**src/rtl/uart_pkg.sv**
```systemverilog
// Shared definitions for the UART transmit arbiter: baud select codes,
// the transmitter's default buffer-full threshold and the arbiter FSM states.
package uart_pkg;

  localparam logic [1:0] BAUD_SEL_0 = 2'd0;
  localparam logic [1:0] BAUD_SEL_1 = 2'd1;
  localparam logic [1:0] BAUD_SEL_2 = 2'd2;
  localparam logic [1:0] BAUD_SEL_3 = 2'd3;

  localparam logic [5:0] DEFAULT_TRESH = 6'd32;

  typedef enum logic {
    IDLE = 1'b0,
    XFER = 1'b1
  } arb_state_t;

endpackage

```
**src/rtl/rr_arbiter.sv**
```systemverilog
// Combinational rotate-priority select: the first requester after the
// pointer (wrapping around) wins. The pointer register lives in the parent.
module rr_arbiter #(
  parameter int N_CLIENTS = 4,
  localparam int PW = $clog2(N_CLIENTS)
) (
  input  logic [N_CLIENTS-1:0] req,
  input  logic [PW-1:0]        pointer,
  output logic [N_CLIENTS-1:0] grant
);

  logic [PW-1:0] idx;
  logic          found;

  always_comb begin
    grant = '0;
    found = 1'b0;
    idx   = '0;
    for (int i = 1; i <= N_CLIENTS; i++) begin
      idx = PW'((int'(pointer) + i) % N_CLIENTS);
      if (!found && req[idx]) begin
        grant[idx] = 1'b1;
        found      = 1'b1;
      end
    end
  end

endmodule

```
**src/rtl/uart_tx_arbiter.sv**
```systemverilog
// Round-robin, packet-locked sharing of one UART transmitter write port between
// several byte-stream clients; also owns the transmitter's baud/threshold setup.
module uart_tx_arbiter
  import uart_pkg::*;
#(
  parameter int N_CLIENTS = 4,
  parameter int MAX_BURST = 16
) (
  input  logic                     clock_i,
  input  logic                     reset_n_i,
  input  logic [N_CLIENTS-1:0]     req_i,
  input  logic [8*N_CLIENTS-1:0]   data_i,
  input  logic [N_CLIENTS-1:0]     valid_i,
  input  logic [N_CLIENTS-1:0]     last_i,
  output logic [N_CLIENTS-1:0]     ready_o,
  output logic [N_CLIENTS-1:0]     grant_o,
  output logic                     busy_o,
  input  logic [1:0]               cfg_baud_i,
  input  logic [5:0]               cfg_tresh_i,
  output logic [7:0]               tx_data_o,
  output logic                     tx_write_o,
  input  logic                     tx_full_i,
  output logic [1:0]               baudrate_select_o,
  output logic [5:0]               full_tresh_o
);

  localparam int PW = $clog2(N_CLIENTS);

  arb_state_t           state;
  logic [N_CLIENTS-1:0] grant_q;
  logic [N_CLIENTS-1:0] arb_grant;
  logic [PW-1:0]        pointer;
  logic [PW-1:0]        arb_idx;
  logic [7:0]           beat_cnt;
  logic [7:0]           beat_cnt_next;
  logic                 beat;
  logic                 release_grant;

  rr_arbiter #(
    .N_CLIENTS (N_CLIENTS)
  ) u_rr (
    .req     (req_i),
    .pointer (pointer),
    .grant   (arb_grant)
  );

  always_comb begin
    arb_idx = '0;
    for (int k = 0; k < N_CLIENTS; k++) begin
      if (arb_grant[k]) arb_idx = PW'(k);
    end
  end

  // The pointer always holds the current grantee while in XFER.
  assign ready_o       = (state == XFER) ? (grant_q & {N_CLIENTS{~tx_full_i}}) : '0;
  assign beat          = |(valid_i & ready_o);
  assign beat_cnt_next = beat_cnt + 8'd1;
  assign release_grant = beat ? (last_i[pointer] || (beat_cnt_next == 8'(MAX_BURST)))
                              : !req_i[pointer];
  assign grant_o       = grant_q;
  assign busy_o        = (state == XFER);

  always_ff @(posedge clock_i or negedge reset_n_i) begin
    if (!reset_n_i) begin
      state             <= IDLE;
      grant_q           <= '0;
      pointer           <= PW'(N_CLIENTS - 1);
      beat_cnt          <= '0;
      tx_write_o        <= 1'b0;
      tx_data_o         <= '0;
      baudrate_select_o <= BAUD_SEL_0;
      full_tresh_o      <= DEFAULT_TRESH;
    end else begin
      tx_write_o <= beat;
      if (beat) tx_data_o <= data_i[{pointer, 3'b000} +: 8];
      case (state)
        IDLE: begin
          baudrate_select_o <= cfg_baud_i;
          full_tresh_o      <= cfg_tresh_i;
          if (|req_i) begin
            grant_q  <= arb_grant;
            pointer  <= arb_idx;
            beat_cnt <= '0;
            state    <= XFER;
          end
        end
        XFER: begin
          if (beat) beat_cnt <= beat_cnt_next;
          if (release_grant) begin
            grant_q <= '0;
            state   <= IDLE;
          end
        end
      endcase
    end
  end

endmodule

```
**config.mk**
```make
export PLATFORM = sky130hd
export DESIGN_NAME = uart_tx_arbiter
export DESIGN_NICKNAME = d
export VERILOG_FILES = /design/src/rtl/uart_pkg.sv /design/src/rtl/rr_arbiter.sv /design/src/rtl/uart_tx_arbiter.sv
export SDC_FILE = /design/constraint.sdc
export NUM_CORES = 1
export LEC_CHECK = 0
export CAP_MARGIN = 15
export CORE_MARGIN = 10
export CORE_UTILIZATION = 39
export DETAILED_ROUTE_END_ITERATION = 8
export PLACE_DENSITY = 0.74
export SLEW_MARGIN = 20
export SYNTH_ARGS = -nofsm -noshare
export SYNTH_HDL_FRONTEND = slang
export SYNTH_SLANG_ARGS = --single-unit
```
**constraint.sdc**
```tcl
create_clock -name clock_i -period 3.2 [get_ports clock_i]
set_clock_uncertainty 0.15 [all_clocks]
set_input_delay 0.64 -clock clock_i [delete_from_list [all_inputs] [get_ports clock_i]]
set_output_delay 0.64 -clock clock_i [all_outputs]
set_load 0.02 [all_outputs]
```
==> impl_metrics.ini, run 1 <==
[yosys]
yosysTopAreaCell = dfrtp_1
synth-seq-area-share = 0.415
synth_area_leaders = dfrtp_1, mux4_2, nand2_1, ha_1, mux2_2
syn-num-nets = 248
synth_edf_count = 0
synth_top_area_frac = 0.374
synthCells = 184
postSynthAreaPerCell_sq_um = 10.5
yosysUniqueCellTypes = 38
yosysWarnings = 0
synth-seq-cells = 32
syn_area_sq_um = 1940
synth_top_flop_cell = dfrtp_1
synthArstFlopShare = 1.00

[worst_hold_path]
hp-class = reg2reg

[sta]
tns_ns = 0
rsz0062_at_grt = false
relSlewSlack = 0.607
layout_min_cycle_time_ns = 2.85
timing.final.crit_share = 0.892
clock.fmax_mhz = 350
slew_violations = 0
finalHoldWorstSlack_ns = 0.323
hold_violations = 0
setup_viol = 0
worstMarginPinSlew_ns = 0.584

[setup_path]
criticalPathCategory = reg2out
cp_cell_sequence = inv_1 -> nor3_1 -> clkdlybuf4s50_1
critPathArrivalTime_ns = 2.06
slowest_delay_ns = 0.65
startpoint_type = flop
critPathMaxFanout = 13
end_kind = output port
slowest_stage = dfrtp_1
required_ns = 2.41

[cts]
cts.path.max_buffers = 2
cts_buffers = 5
post_cts_buffers = 0
cts.sinks = 32
ctsHoldBuffers = 0
clk_latency_ns = 0.29
cts_tree = done
cts_resized = 0
path_clk_slew_ns = 0.07
h-tree-depth = 2
cts_root_buffer = clkbuf_8

[final_layout]
fill_cells = 413
diodes = 0
seqCellArea_sq_um = 805
drive_gt1_frac = 0.138
syn_to_final_growth_pct = 51.0
multi_input_area_sq_um = 1070
nets = 332

[power]
clkPwrFrac = 0.155
internal-power_mw = 1.50
leakage_nw = 1.23
combPwrFrac = 0.553
swShare = 0.389
peakVddDrop_mv = 0.499
seq_power_share = 0.292
switchingPower_mw = 0.953
p_per_area_nw_per_um2 = 837

[run_status]
outcome = completed

[die]
die_area_sq_um = 8190
die_h_um = 90.5
ios = 81
rows = 25
coreArea_sq_um = 4750
die_w_um = 90.5
start_util = 0.408

[global_route]
overflow = 0
antenna_found_initial = 0
grt_pass1_vias = 1787
grt_max_degree = 33
grt_first_pass_wirelength_um = 8850
grt_use_total = 0.131

[place]
port-buffer-count = 80
hpwl_um = 4110
routabilityCongestion = 0.839

[route]
first_pass_iters = 4
wirelength_um = 5160
vias_per_cell = 5.04
ant_nets = 0
drc_errors = 0
drt_iter0_drc = 110
vias = 1692
avgRoutedWirePerCell_um = 15.3

[job]
cap_violations = 0
## power by group through the flow
stage	clock network, mW	registers [mW]	logic (mW)
after CTS	0.392	0.721	1.38
after floorplan	0	0.814	0.778
after global routing	0.406	0.749	1.48
after global placement	0	0.722	1.36
after detailed placement	0	0.726	1.37
final	0.381	0.715	1.35
## worst paths after layout
| kind | startpoint | to | slack, ns | cells past startpoint |
|---|---|---|---|---|
| min in group asynchronous | reset_n_i | grant_o[1]$_DFFE_PN0P_ | 0.61 | 2 |
| min reg2reg | tx_data_o[3]$_DFFE_PN0N_ | tx_data_o[3]$_DFFE_PN0N_ | 0.32 | 2 |
| max | busy_o$_DFF_PN0_ | ready_o[2] | 0.35 | 3 |
| max reg2reg | pointer[1]$_DFFE_PN1P_ | pointer[0]$_DFFE_PN1P_ | 0.44 | 7 |
| max in group asynchronous | reset_n_i | full_tresh_o[5]$_DFFE_PN1N_ | 1.97 | 2 |
| min | tx_data_o[3]$_DFFE_PN0N_ | tx_data_o[3]$_DFFE_PN0N_ | 0.32 | 2 |
## layout by cell type (no fill, tap or decap), types with 4 or more instances in the layout
cell type and n:
clkdlybuf4s50_1 80, nand2_1 35, dfrtp_1 29, o21ai_0 15, mux4_2 12, nor2_1 10
ha_1 9, inv_1 8, mux2_2 8, clkbuf_8 5, nor3_1 4, o22ai_1 4
a21oi_1 4, buf_4 4
## kinds of logic after synthesis
| family | Yosys count | share of synthesized area |
|---|---|---|
| buf+inv | 15 | 0.0329 |
| simple gates | 69 | 0.173 |
| fa+ha+maj | 9 | 0.0581 |
| flops | 32 | 0.415 |
| mux | 21 | 0.199 |
| compound gates | 38 | 0.121 |
## stage by stage
step | area, sq um | setup slack, ns | cells | total power [mW] | utilization
2_1_floorplan | 1940 | 0.134 | 184 | 1.59 | -
5_1_grt | 2930 | 0.240 | 336 | 2.63 | 0.616
3_5_place_dp | 2820 | 0.386 | 328 | 2.10 | 0.593
4_1_cts | 2930 | 0.336 | 336 | 2.49 | 0.616
6_report | 2930 | 0.346 | 336 | 2.45 | 0.616
3_3_place_gp | 2820 | 0.440 | 328 | 2.08 | 0.593
## state kept, by name, summed over array words and instances (netlist names)
register           cells
grant_o                4
beat_cnt               8
tx_write_o             1
full_tresh_o           6
busy_o                 1
baudrate_select_o      2
pointer                2
tx_data_o              8
## area by class of cell
class	instances	area share
timing repair buffer	84	0.284
clock buffer	6	0.0248
clock inverter	2	0.0120
multi-input combinational	137	0.366
sequential	32	0.275
inverter	8	0.0103
tap	67	0.0286
## synthesized netlist by cell type (2+ instances only)
cell	count
a21oi_1	4
a221oi_1	2
a22o_1	2
a31oi_1	3
and2_1	2
and3_1	2
clkbuf_1	5
dfrtp_1	29
dfstp_2	3
ha_1	9
inv_1	8
mux2_2	8
mux4_2	12
nand2_1	35
nand3_1	3
nand4_1	2
nor2_1	10
nor2b_1	3
nor3_1	4
nor4_1	2
o21ai_0	16
o22ai_1	4
## critical path, delay by kind of cell, from the launching register on
family | cells | cell delay [ns]
buffers and inverters | 2 | 0.87
DFF | 1 | 0.65
and+or+nand+nor | 1 | 0.26
## layer usage
layer	part of all wire	global-route usage	vias up
met3	0.088	0.0515	9
li1	-	-	839
met5	0	0	-
met1	0.41	0.143	790
met2	0.47	0.216	54
met4	0.025	0.0610	0
Note: power is estimated with default switching activity, not from simulation.
==> inputs of run 2 (changes only) <==
Settings changed: CAP_MARGIN 15 to not set.
==> results of run 2 <==
Final layout, timing and power as in run 1 (identical DEF).
==> inputs of run 3 (changes only) <==
Settings changed: PLACE_DENSITY 0.74 to 0.73, SKIP_CTS_REPAIR_TIMING set to 1, SYNTH_HIERARCHICAL set to 1.
==> run 3 against run 2 <==
  * Largest cell class unchanged
  * Largest power group unchanged
  * Wire length rose by 2.5%
  * First-iteration DRC count down 7.3%
  * Synthesized cell count is 6.0% higher
  * Combinational power about the same
  * Setup slack better by 0.016 ns
  * Flip-flop and latch count is the same
==> impl_metrics.ini, run 3 <==
[global_route]
grt_pass1_vias = 1805
overflow = 0
grt_use_total = 0.125
antenna_found_initial = 0
grt_first_pass_wirelength_um = 8730
grt_max_degree = 33

[power]
swShare = 0.392
leakage_nw = 1.24
switchingPower_mw = 0.937
seq_power_share = 0.268
p_per_area_nw_per_um2 = 796
internal-power_mw = 1.46
peakVddDrop_mv = 0.384
combPwrFrac = 0.572
clkPwrFrac = 0.160

[route]
wirelength_um = 5280
drt_iter0_drc = 102
vias = 1733
vias_per_cell = 4.95
first_pass_iters = 4
drc_errors = 0
avgRoutedWirePerCell_um = 15.1
ant_nets = 0

[yosys]
synthCells = 195
synth_edf_count = 0
synthArstFlopShare = 1.00
synth_top_area_frac = 0.359
synth_top_flop_cell = dfrtp_1
yosysWarnings = 6
yosysUniqueCellTypes = 38
synth-seq-cells = 32
synthMostInstantiatedCell = nand2_1
syn-num-nets = 259
synth_area_leaders = dfrtp_1, mux4_2, nand2_1, ha_1, mux2_2
postSynthAreaPerCell_sq_um = 10.4
yosysTopAreaCell = dfrtp_1
synth-seq-area-share = 0.398
synth_common_cells = nand2_1, dfrtp_1, mux4_2
syn_area_sq_um = 2020

[sta]
finalHoldWorstSlack_ns = 0.322
clock.fmax_mhz = 352
layout_min_cycle_time_ns = 2.84
rsz0062_at_grt = false
slew_violations = 0
timing.final.crit_share = 0.887
tns_ns = 0
relSlewSlack = 0.733
setup_viol = 0
worstMarginPinSlew_ns = 0.401
hold_violations = 0

[cts]
clk_latency_ns = 0.29
cts.sinks = 32
cts_tree = done
cts.path.max_buffers = 2
path_clk_slew_ns = 0.07
h-tree-depth = 2
cts_buffers = 5
cts_root_buffer = clkbuf_8

[place]
hpwl_um = 4190
routabilityCongestion = 0.844
port-buffer-count = 80

[final_layout]
drive_gt1_frac = 0.150
diodes = 0
layout_commonest_cell = clkdlybuf4s50_1
syn_to_final_growth_pct = 48.7
fill_cells = 477
nets = 343
layout_common_cells = clkdlybuf4s50_1, nand2_1, dfrtp_1
reg_top3 = beat_cnt: 8 flops, tx_data_o: 8 flops, full_tresh_o: 6 flops

[setup_path]
required_ns = 2.41
r2r_setup_slack_ns = 0.60
critPathArrivalTime_ns = 2.05
end_kind = output port
criticalPathCategory = in2out
critPathMaxFanout = 5
worstRegToRegCells = 9
rr_endpoint = pointer[0]$_DFFE_PN1P_
worst_r2r_startpoint = pointer[0]$_DFFE_PN1P_
startpoint_type = input port

[die]
coreArea_sq_um = 5070
rows = 26
die_area_sq_um = 8460
die_w_um = 92.0
die_h_um = 92.0
start_util = 0.398
ios = 81

[worst_hold_path]
worstHoldPathCells = 2
holdPathEnd = tx_data_o[6]$_DFFE_PN0N_
hold_start = tx_data_o[6]$_DFFE_PN0N_
hp-class = reg2reg

[job]
cap_violations = 0

[run_status]
outcome = completed
==> run 3: cell types whose count changed in the layout (fill, tap and decap cells not counted), moves of 3 or more <==
cell / before / now
o211ai_1: 1 / 4
nand2_1: 35 / 47
nor3b_1: 0 / 4
o22ai_1: 4 / 1
a21oi_1: 4 / 7
o21ai_1: 1 / 10
o21ai_0: 15 / 7
and2_1: 2 / 5
==> run 3: area by class of cell <==
cell class / instances / area, sq um / share of cell area
multi-input combinational: 147 / 1140 / 0.379
clock buffer: 6 / 72.6 / 0.0241
sequential: 32 / 805 / 0.268
clock inverter: 2 / 35.0 / 0.0117
inverter: 8 / 30.0 / 0.00999
timing repair buffer: 85 / 838 / 0.279
tap: 70 / 87.6 / 0.0291
==> run 3: worst max-delay path by stage <==
stage                        endpoint                   start  cells after the start
3_3_place_gp               ready_o[1]               tx_full_i                      4
6_report                   ready_o[0]               tx_full_i                      4
2_1_floorplan  pointer[0]$_DFFE_PN1P_  pointer[0]$_DFFE_PN1P_                      9
3_5_place_dp   pointer[0]$_DFFE_PN1P_                req_i[3]                      8
4_1_cts                    ready_o[0]               tx_full_i                      4
5_1_grt                    ready_o[1]               tx_full_i                      4
==> run 3: cells by family after synthesis <==
logic type               Yosys count  synth area share
flip-flops                        32             0.398
AND/OR/NAND/NOR                   77             0.179
AO/OA/AOI/OAI                     39             0.124
buffers and inverters             16            0.0390
adder cells (fa/ha/maj)            9            0.0557
multiplexers                      22             0.204
==> run 3: through the flow <==
step | cell area, sq um | util | power [mW] | std cells | setup WS, ns
3_3_place_gp | 2900 | 0.571 | 2.01 | 342 | 0.379
2_1_floorplan | 2020 | - | 1.55 | 195 | 0.597
5_1_grt | 3010 | 0.592 | 2.57 | 350 | 0.298
6_report | 3010 | 0.592 | 2.39 | 350 | 0.362
3_5_place_dp | 2900 | 0.571 | 2.04 | 342 | 0.352
4_1_cts | 3010 | 0.592 | 2.42 | 350 | 0.353
==> run 3: power groups by stage <==
stage	Combinational, mW	Sequential [mW]	Clock [mW]
floorplan	0.732	0.816	0
global placement	1.37	0.641	0
detailed placement	1.39	0.648	0
CTS	1.39	0.643	0.386
global route	1.49	0.663	0.409
finish	1.37	0.641	0.383
==> run 3: worst max-delay path: stages <==
cell and delay (ns):
clkdlybuf4s50_1 0.41, and2b_1 0.25, and2_1 0.14, clkdlybuf4s50_1 0.60
==> run 3: metal layers <==
layer	track usage	routed length, um	vias to the layer above
li1	-	-	867
met1	0.141	2180	806
met2	0.208	2640	55
met3	0.0522	415	5
met4	0.0450	46	0
met5	0	0	-
